### config.mk
export PLATFORM = sky130hd
export DESIGN_NAME = receptor_serial
export DESIGN_NICKNAME = d
export VERILOG_FILES = /design/src/rtl/serial_pkg.sv /design/src/rtl/contador_ticks.sv /design/src/rtl/receptor_serial.sv
export SDC_FILE = /design/constraint.sdc
export NUM_CORES = 1
export LEC_CHECK = 0
export BUFFER_PORTS_ARGS = -buffer_cell sky130_fd_sc_hd__buf_2
export CAP_MARGIN = 20
export CORE_MARGIN = 4
export CORE_UTILIZATION = 44
export DETAILED_ROUTE_END_ITERATION = 12
export PLACE_DENSITY = 0.68
export SYNTH_ARGS = -nofsm -noshare
export SYNTH_HDL_FRONTEND = slang
export SYNTH_SLANG_ARGS = --single-unit
### constraint.sdc
create_clock -name clock -period 1.9 [get_ports clock]
set_input_delay 0 -clock clock [delete_from_list [all_inputs] [get_ports clock]]
set_output_delay 0 -clock clock [all_outputs]
set_load 0.01 [all_outputs]
### src/rtl/serial_pkg.sv
// serial_pkg: state codes, default bit timing and frame sizes for the serial receiver.
package serial_pkg;
  localparam int TICKS_POR_BIT_PADRAO = 5208;
  localparam int BITS_DADOS = 8;
  localparam int BITS_QUADRO = 10;
  localparam int BITS_QUADRO_PARIDADE = 11;
  typedef enum logic [3:0] {
    ST_INICIAL        = 4'd0,
    ST_CONFIRMA_START = 4'd1,
    ST_RECEBE         = 4'd2,
    ST_PARIDADE       = 4'd3,
    ST_STOP           = 4'd4,
    ST_ARMAZENA       = 4'd5,
    ST_ESPERA_LINHA   = 4'd6
  } estado_t;
endpackage

### src/rtl/contador_ticks.sv
// contador_ticks: modulo-M tick counter with terminal (fim) and half-period (meio) flags.
module contador_ticks #(
  parameter int M = 16,
  parameter int W = 5
) (
  input  logic clock,
  input  logic reset,
  input  logic zera,
  input  logic conta,
  output logic fim,
  output logic meio
);
  logic [W-1:0] cnt_q;
  assign fim  = cnt_q == W'(M - 1);
  assign meio = cnt_q == W'(M / 2 - 1);
  always_ff @(posedge clock) begin
    if (reset || zera) cnt_q <= '0;
    else if (conta) cnt_q <= fim ? '0 : cnt_q + W'(1);
  end
endmodule

### src/rtl/receptor_serial.sv
// receptor_serial: 8N1 UART receiver with 2-flop synchronizer and one-cycle status pulses.
// Even parity (11-bit frames) is compiled in with RECEPTOR_PARIDADE_EN.
module receptor_serial
  import serial_pkg::*;
#(
  parameter int TICKS_POR_BIT = TICKS_POR_BIT_PADRAO,
  parameter int LARGURA_TICK  = 13
) (
  input  logic       clock,
  input  logic       reset,
  input  logic       entrada_serial,
  output logic [7:0] dados,
  output logic       fim_recepcao,
  output logic       erro_frame,
  output logic       erro_paridade,
  output logic [3:0] db_estado
);
  estado_t    estado_q, estado_d;
  logic [1:0] sync_q;
  logic [7:0] shift_q, shift_d, dados_q, dados_d;
  logic [2:0] bit_q, bit_d;
  logic       fim_q, fim_d, erro_frame_q, erro_frame_d;
  logic       rx_s, tick_fim, tick_meio;
`ifdef RECEPTOR_PARIDADE_EN
  logic       par_q, par_d, erro_paridade_q, erro_paridade_d;
`endif

  assign rx_s = sync_q[1];

  // Counter restarts on every state change so each state measures from its own entry.
  contador_ticks #(.M(TICKS_POR_BIT), .W(LARGURA_TICK)) u_ticks (
    .clock(clock),
    .reset(reset),
    .zera (estado_d != estado_q),
    .conta(1'b1),
    .fim  (tick_fim),
    .meio (tick_meio)
  );

  always_comb begin
    estado_d     = estado_q;
    shift_d      = shift_q;
    bit_d        = bit_q;
    dados_d      = dados_q;
    fim_d        = 1'b0;
    erro_frame_d = 1'b0;
`ifdef RECEPTOR_PARIDADE_EN
    par_d           = par_q;
    erro_paridade_d = 1'b0;
`endif
    case (estado_q)
      ST_INICIAL: estado_d = rx_s ? ST_INICIAL : ST_CONFIRMA_START;
      ST_CONFIRMA_START: if (tick_meio) begin
        estado_d = rx_s ? ST_INICIAL : ST_RECEBE;
        bit_d    = '0;
      end
      ST_RECEBE: if (tick_fim) begin
        shift_d = {rx_s, shift_q[7:1]};
        bit_d   = bit_q + 3'd1;
`ifdef RECEPTOR_PARIDADE_EN
        if (bit_q == 3'(BITS_DADOS - 1)) estado_d = ST_PARIDADE;
`else
        if (bit_q == 3'(BITS_DADOS - 1)) estado_d = ST_STOP;
`endif
      end
`ifdef RECEPTOR_PARIDADE_EN
      ST_PARIDADE: if (tick_fim) begin
        par_d    = ^shift_q ^ rx_s;
        estado_d = ST_STOP;
      end
`endif
      ST_STOP: if (tick_fim) begin
        if (!rx_s) begin
          erro_frame_d = 1'b1;
          estado_d     = ST_ESPERA_LINHA;
`ifdef RECEPTOR_PARIDADE_EN
        end else if (par_q) begin
          erro_paridade_d = 1'b1;
          estado_d        = ST_INICIAL;
`endif
        end else begin
          dados_d  = shift_q;
          fim_d    = 1'b1;
          estado_d = ST_ARMAZENA;
        end
      end
      ST_ARMAZENA: estado_d = ST_INICIAL;
      ST_ESPERA_LINHA: estado_d = rx_s ? ST_INICIAL : ST_ESPERA_LINHA;
      default: estado_d = ST_INICIAL;
    endcase
  end

  always_ff @(posedge clock) begin
    if (reset) begin
      estado_q     <= ST_INICIAL;
      sync_q       <= 2'b11;
      shift_q      <= '0;
      bit_q        <= '0;
      dados_q      <= '0;
      fim_q        <= 1'b0;
      erro_frame_q <= 1'b0;
    end else begin
      estado_q     <= estado_d;
      sync_q       <= {sync_q[0], entrada_serial};
      shift_q      <= shift_d;
      bit_q        <= bit_d;
      dados_q      <= dados_d;
      fim_q        <= fim_d;
      erro_frame_q <= erro_frame_d;
    end
  end

`ifdef RECEPTOR_PARIDADE_EN
  always_ff @(posedge clock) begin
    if (reset) begin
      par_q           <= 1'b0;
      erro_paridade_q <= 1'b0;
    end else begin
      par_q           <= par_d;
      erro_paridade_q <= erro_paridade_d;
    end
  end
  assign erro_paridade = erro_paridade_q;
`else
  assign erro_paridade = 1'b0;
`endif

  assign dados        = dados_q;
  assign fim_recepcao = fim_q;
  assign erro_frame   = erro_frame_q;
  assign db_estado    = estado_q;
endmodule

==> results.json <==
{
  "post-route-period-util_pct": 94.0,
  "cts_max_level": 2,
  "r2r-start": "u_ticks.cnt_q[5]$_SDFF_PP0_",
  "cts_tree": "built",
  "hold_start": "reset",
  "pin_count": 18,
  "io_buffers": 16,
  "start_kind": "flip-flop",
  "fmax_ghz": 0.560,
  "synthArstFlopShare_pct": 0,
  "utilization_pct": 57.2,
  "synth.area.mux_share_pct": 5.66,
  "avgSynthCellArea_um2": 9.21,
  "synth_seq_cells": 40,
  "min_to": "shift_q[0]$_SDFFE_PP0P_",
  "min_path_cells": 3,
  "drive_gt1_share_pct": 23.8,
  "seq_area_frac_synth_pct": 45.3,
  "fp-row-count": 22,
  "syn_inst": 192,
  "worst_skew_pair.late_latency_ns": 0.30,
  "routed_wl_um": 3510,
  "grt_pass1_vias": 1324,
  "place_ws_ns": -0.00395,
  "synth_simple_gate_area_share_pct": 28.2,
  "r2r-end": "u_ticks.cnt_q[9]$_SDFF_PP0_",
  "synth_most_common_cell": "dfxtp_1",
  "path_clk_slew_ns": 0.08,
  "crit_path_max_fanout": 13,
  "num_vias": 1448,
  "die_h_um": 71.4,
  "gp_congestion": 0.803,
  "synthAdderAreaFrac_pct": 2.83,
  "finalNetCount": 233,
  "antenna_found_initial": 0,
  "viasPerCell": 5.27,
  "grt_pass1_wl_um": 6070,
  "finClkSkew_ns": 0.0109,
  "synth_commonest_cells": "dfxtp_1 (40), nor2_1 (26), nand3_1 (15), mux2i_1 (10), a21oi_1 (9)",
  "drt_pass1_iterations": 4,
  "route.detailed.drc": 0,
  "die_w_um": 71.4,
  "root_buffer": "clkbuf_8",
  "setup_viol": 0,
  "r2r_setup_slack_ns": 0.11,
  "syn-cell-area_um2": 1770,
  "grt_usage_pct": 15.0,
  "hold_ws_ns": 0.172,
  "p_per_area_nw_per_um2": 754,
  "slew_viol_final": 0,
  "yosys.area_share.xor_xnor_pct": 5.45,
  "synth_top_family_by_area": "simple AND/OR/NAND/NOR gates",
  "core_area_um2": 3770,
  "drtIter0Drc": 90,
  "synth_top_area_share_pct": 45.3,
  "synth.distinct_cells": 44,
  "ys.flop_type": "dfxtp_1",
  "dieArea_um2": 5100,
  "netlist_top_cells_area": "dfxtp_1 (45%), mux2i_1 (5.7%), nor2_1 (5.5%), nand3_1 (4.2%), xnor2_1 (3.0%)",
  "layout_min_cycle_time_ns": 1.79,
  "diodes": 0,
  "grt_max_degree": 31,
  "initial_core_util_pct": 46.9,
  "worst_slack_ns": 0.115,
  "ff2ff_path_depth": 5,
  "synth-edff-count": 0,
  "place_area_um2": 2010,
  "grt-ovfl-total": 0,
  "cts_buffer_depth": 2,
  "arrival_ns": 1.97,
  "endpoint_kind": "flip-flop",
  "status": "finished, final reports clean",
  "hold_viol": 0,
  "required_ns": 2.09,
  "cts.sinks": 40,
  "drv_cap": 0,
  "wl_per_cell_um": 12.8,
  "cts_buffers": 5,
  "dp_hpwl_um": 2480,
  "grt_setup_unrepaired": "false",
  "min_path_type": "input port to flip-flop",
  "synth_warnings": 0,
  "synth_compound_area_share_pct": 8.00,
  "stdcell_area_um2": 2160,
  "p_leak_nw": 0.823,
  "peakVddDrop_mv": 0.368,
  "areaGrowthSynthToFinish_pct": 22.0,
  "crit_type": "flip-flop to flip-flop",
  "synth.largest_area_cell": "dfxtp_1",
  "postRouteAntennaNets": 0
}
==> repair_timing <==
action	in CTS	in global routing
buffers inserted	0	1
cloned	0	0
hold buffers	1	0
gates resized for setup	1	0
endpoints found under the hold margin	1	0
endpoints found under the setup margin	12	1
==> where the power goes <==
| part | internal (mW) | switching [mW] |
|---|---|---|
| clock network | 0.429 | 0.304 |
| logic | 0.0187 | 0.0277 |
| registers | 0.843 | 0.00404 |
| total | 1.29 | 0.336 |
==> how the worst max path moves through the flow <==
stage | from | endpoint | slack, ns | cells after the start
2_1_floorplan | db_estado[2]$_SDFF_PP0_ | shift_q[2]$_SDFFE_PP0P_ | 0.03 | 6
3_3_place_gp | u_ticks.cnt_q[5]$_SDFF_PP0_ | u_ticks.cnt_q[5]$_SDFF_PP0_ | 0.04 | 5
3_5_place_dp | u_ticks.cnt_q[5]$_SDFF_PP0_ | u_ticks.cnt_q[9]$_SDFF_PP0_ | -0.004 | 5
4_1_cts | u_ticks.cnt_q[5]$_SDFF_PP0_ | u_ticks.cnt_q[9]$_SDFF_PP0_ | 0.10 | 5
5_1_grt | u_ticks.cnt_q[0]$_SDFF_PP0_ | shift_q[3]$_SDFFE_PP0P_ | 0.01 | 7
6_report | u_ticks.cnt_q[5]$_SDFF_PP0_ | u_ticks.cnt_q[9]$_SDFF_PP0_ | 0.11 | 5
==> through the flow <==
step | TNS (ns) | instances | total power, mW
global route | 0 | 275 | 1.68
global placement | 0 | 265 | 0.912
floorplan | 0 | 193 | 0.896
CTS | 0 | 274 | 1.64
finish | 0 | 275 | 1.63
detailed placement | -0.00898 | 265 | 0.912
==> layout make-up <==
cell class / instances / area [µm²]
Clock buffer: 6 / 82.6
Clock inverter: 2 / 38.8
Fill cell: 346 / 1610
Inverter: 4 / 15.0
Multi-Input combinational cell: 137 / 900
Sequential cell: 40 / 801
Tap cell: 48 / 60.1
Timing Repair Buffer: 38 / 260
==> sequential cells by signal (all words and copies together) (netlist names) <==
| signal | cells |
|---|---|
| erro_frame | 1 |
| dados | 8 |
| bit_q | 3 |
| db_estado | 4 |
| u_ticks.cnt_q | 13 |
| sync_q | 2 |
| fim_recepcao | 1 |
| shift_q | 8 |
==> critical path: stages, from the launching register on <==
cell and delay (ns):
dfxtp_1 0.31, or4b_4 0.57, or3_4 0.43, nand4_1 0.11, buf_4 0.19, nor2_1 0.07
==> cells in the final DEF (no fill, tap or decap), types with 5 or more instances in the layout <==
cell type,n
buf_4,20
nor2_1,26
a21oi_1,9
dfxtp_1,40
nand4_1,6
buf_2,16
xor2_1,5
o21ai_0,6
xnor2_1,6
nand2_1,5
clkbuf_8,6
nand3_1,15
mux2i_1,10
nor3_1,5
o21ai_1,5
==> layer usage <==
layer  vias to the layer above  GRT usage (%)  wire length [µm]
met4                         0           5.01                38
met2                        21           22.4              1580
li1                        745              -                 -
met1                       678           19.8              1720
met5                         -              0                 0
met3                         4           5.47               165
==> logic make-up after synthesis <==
group | count (synthesis)
simple gates | 85
flops | 40
compound gates | 25
buf+inv | 16
xor+xnor | 11
mux | 10
fa+ha+maj | 4
other cells | 1
(Power assumes the default switching activity.)
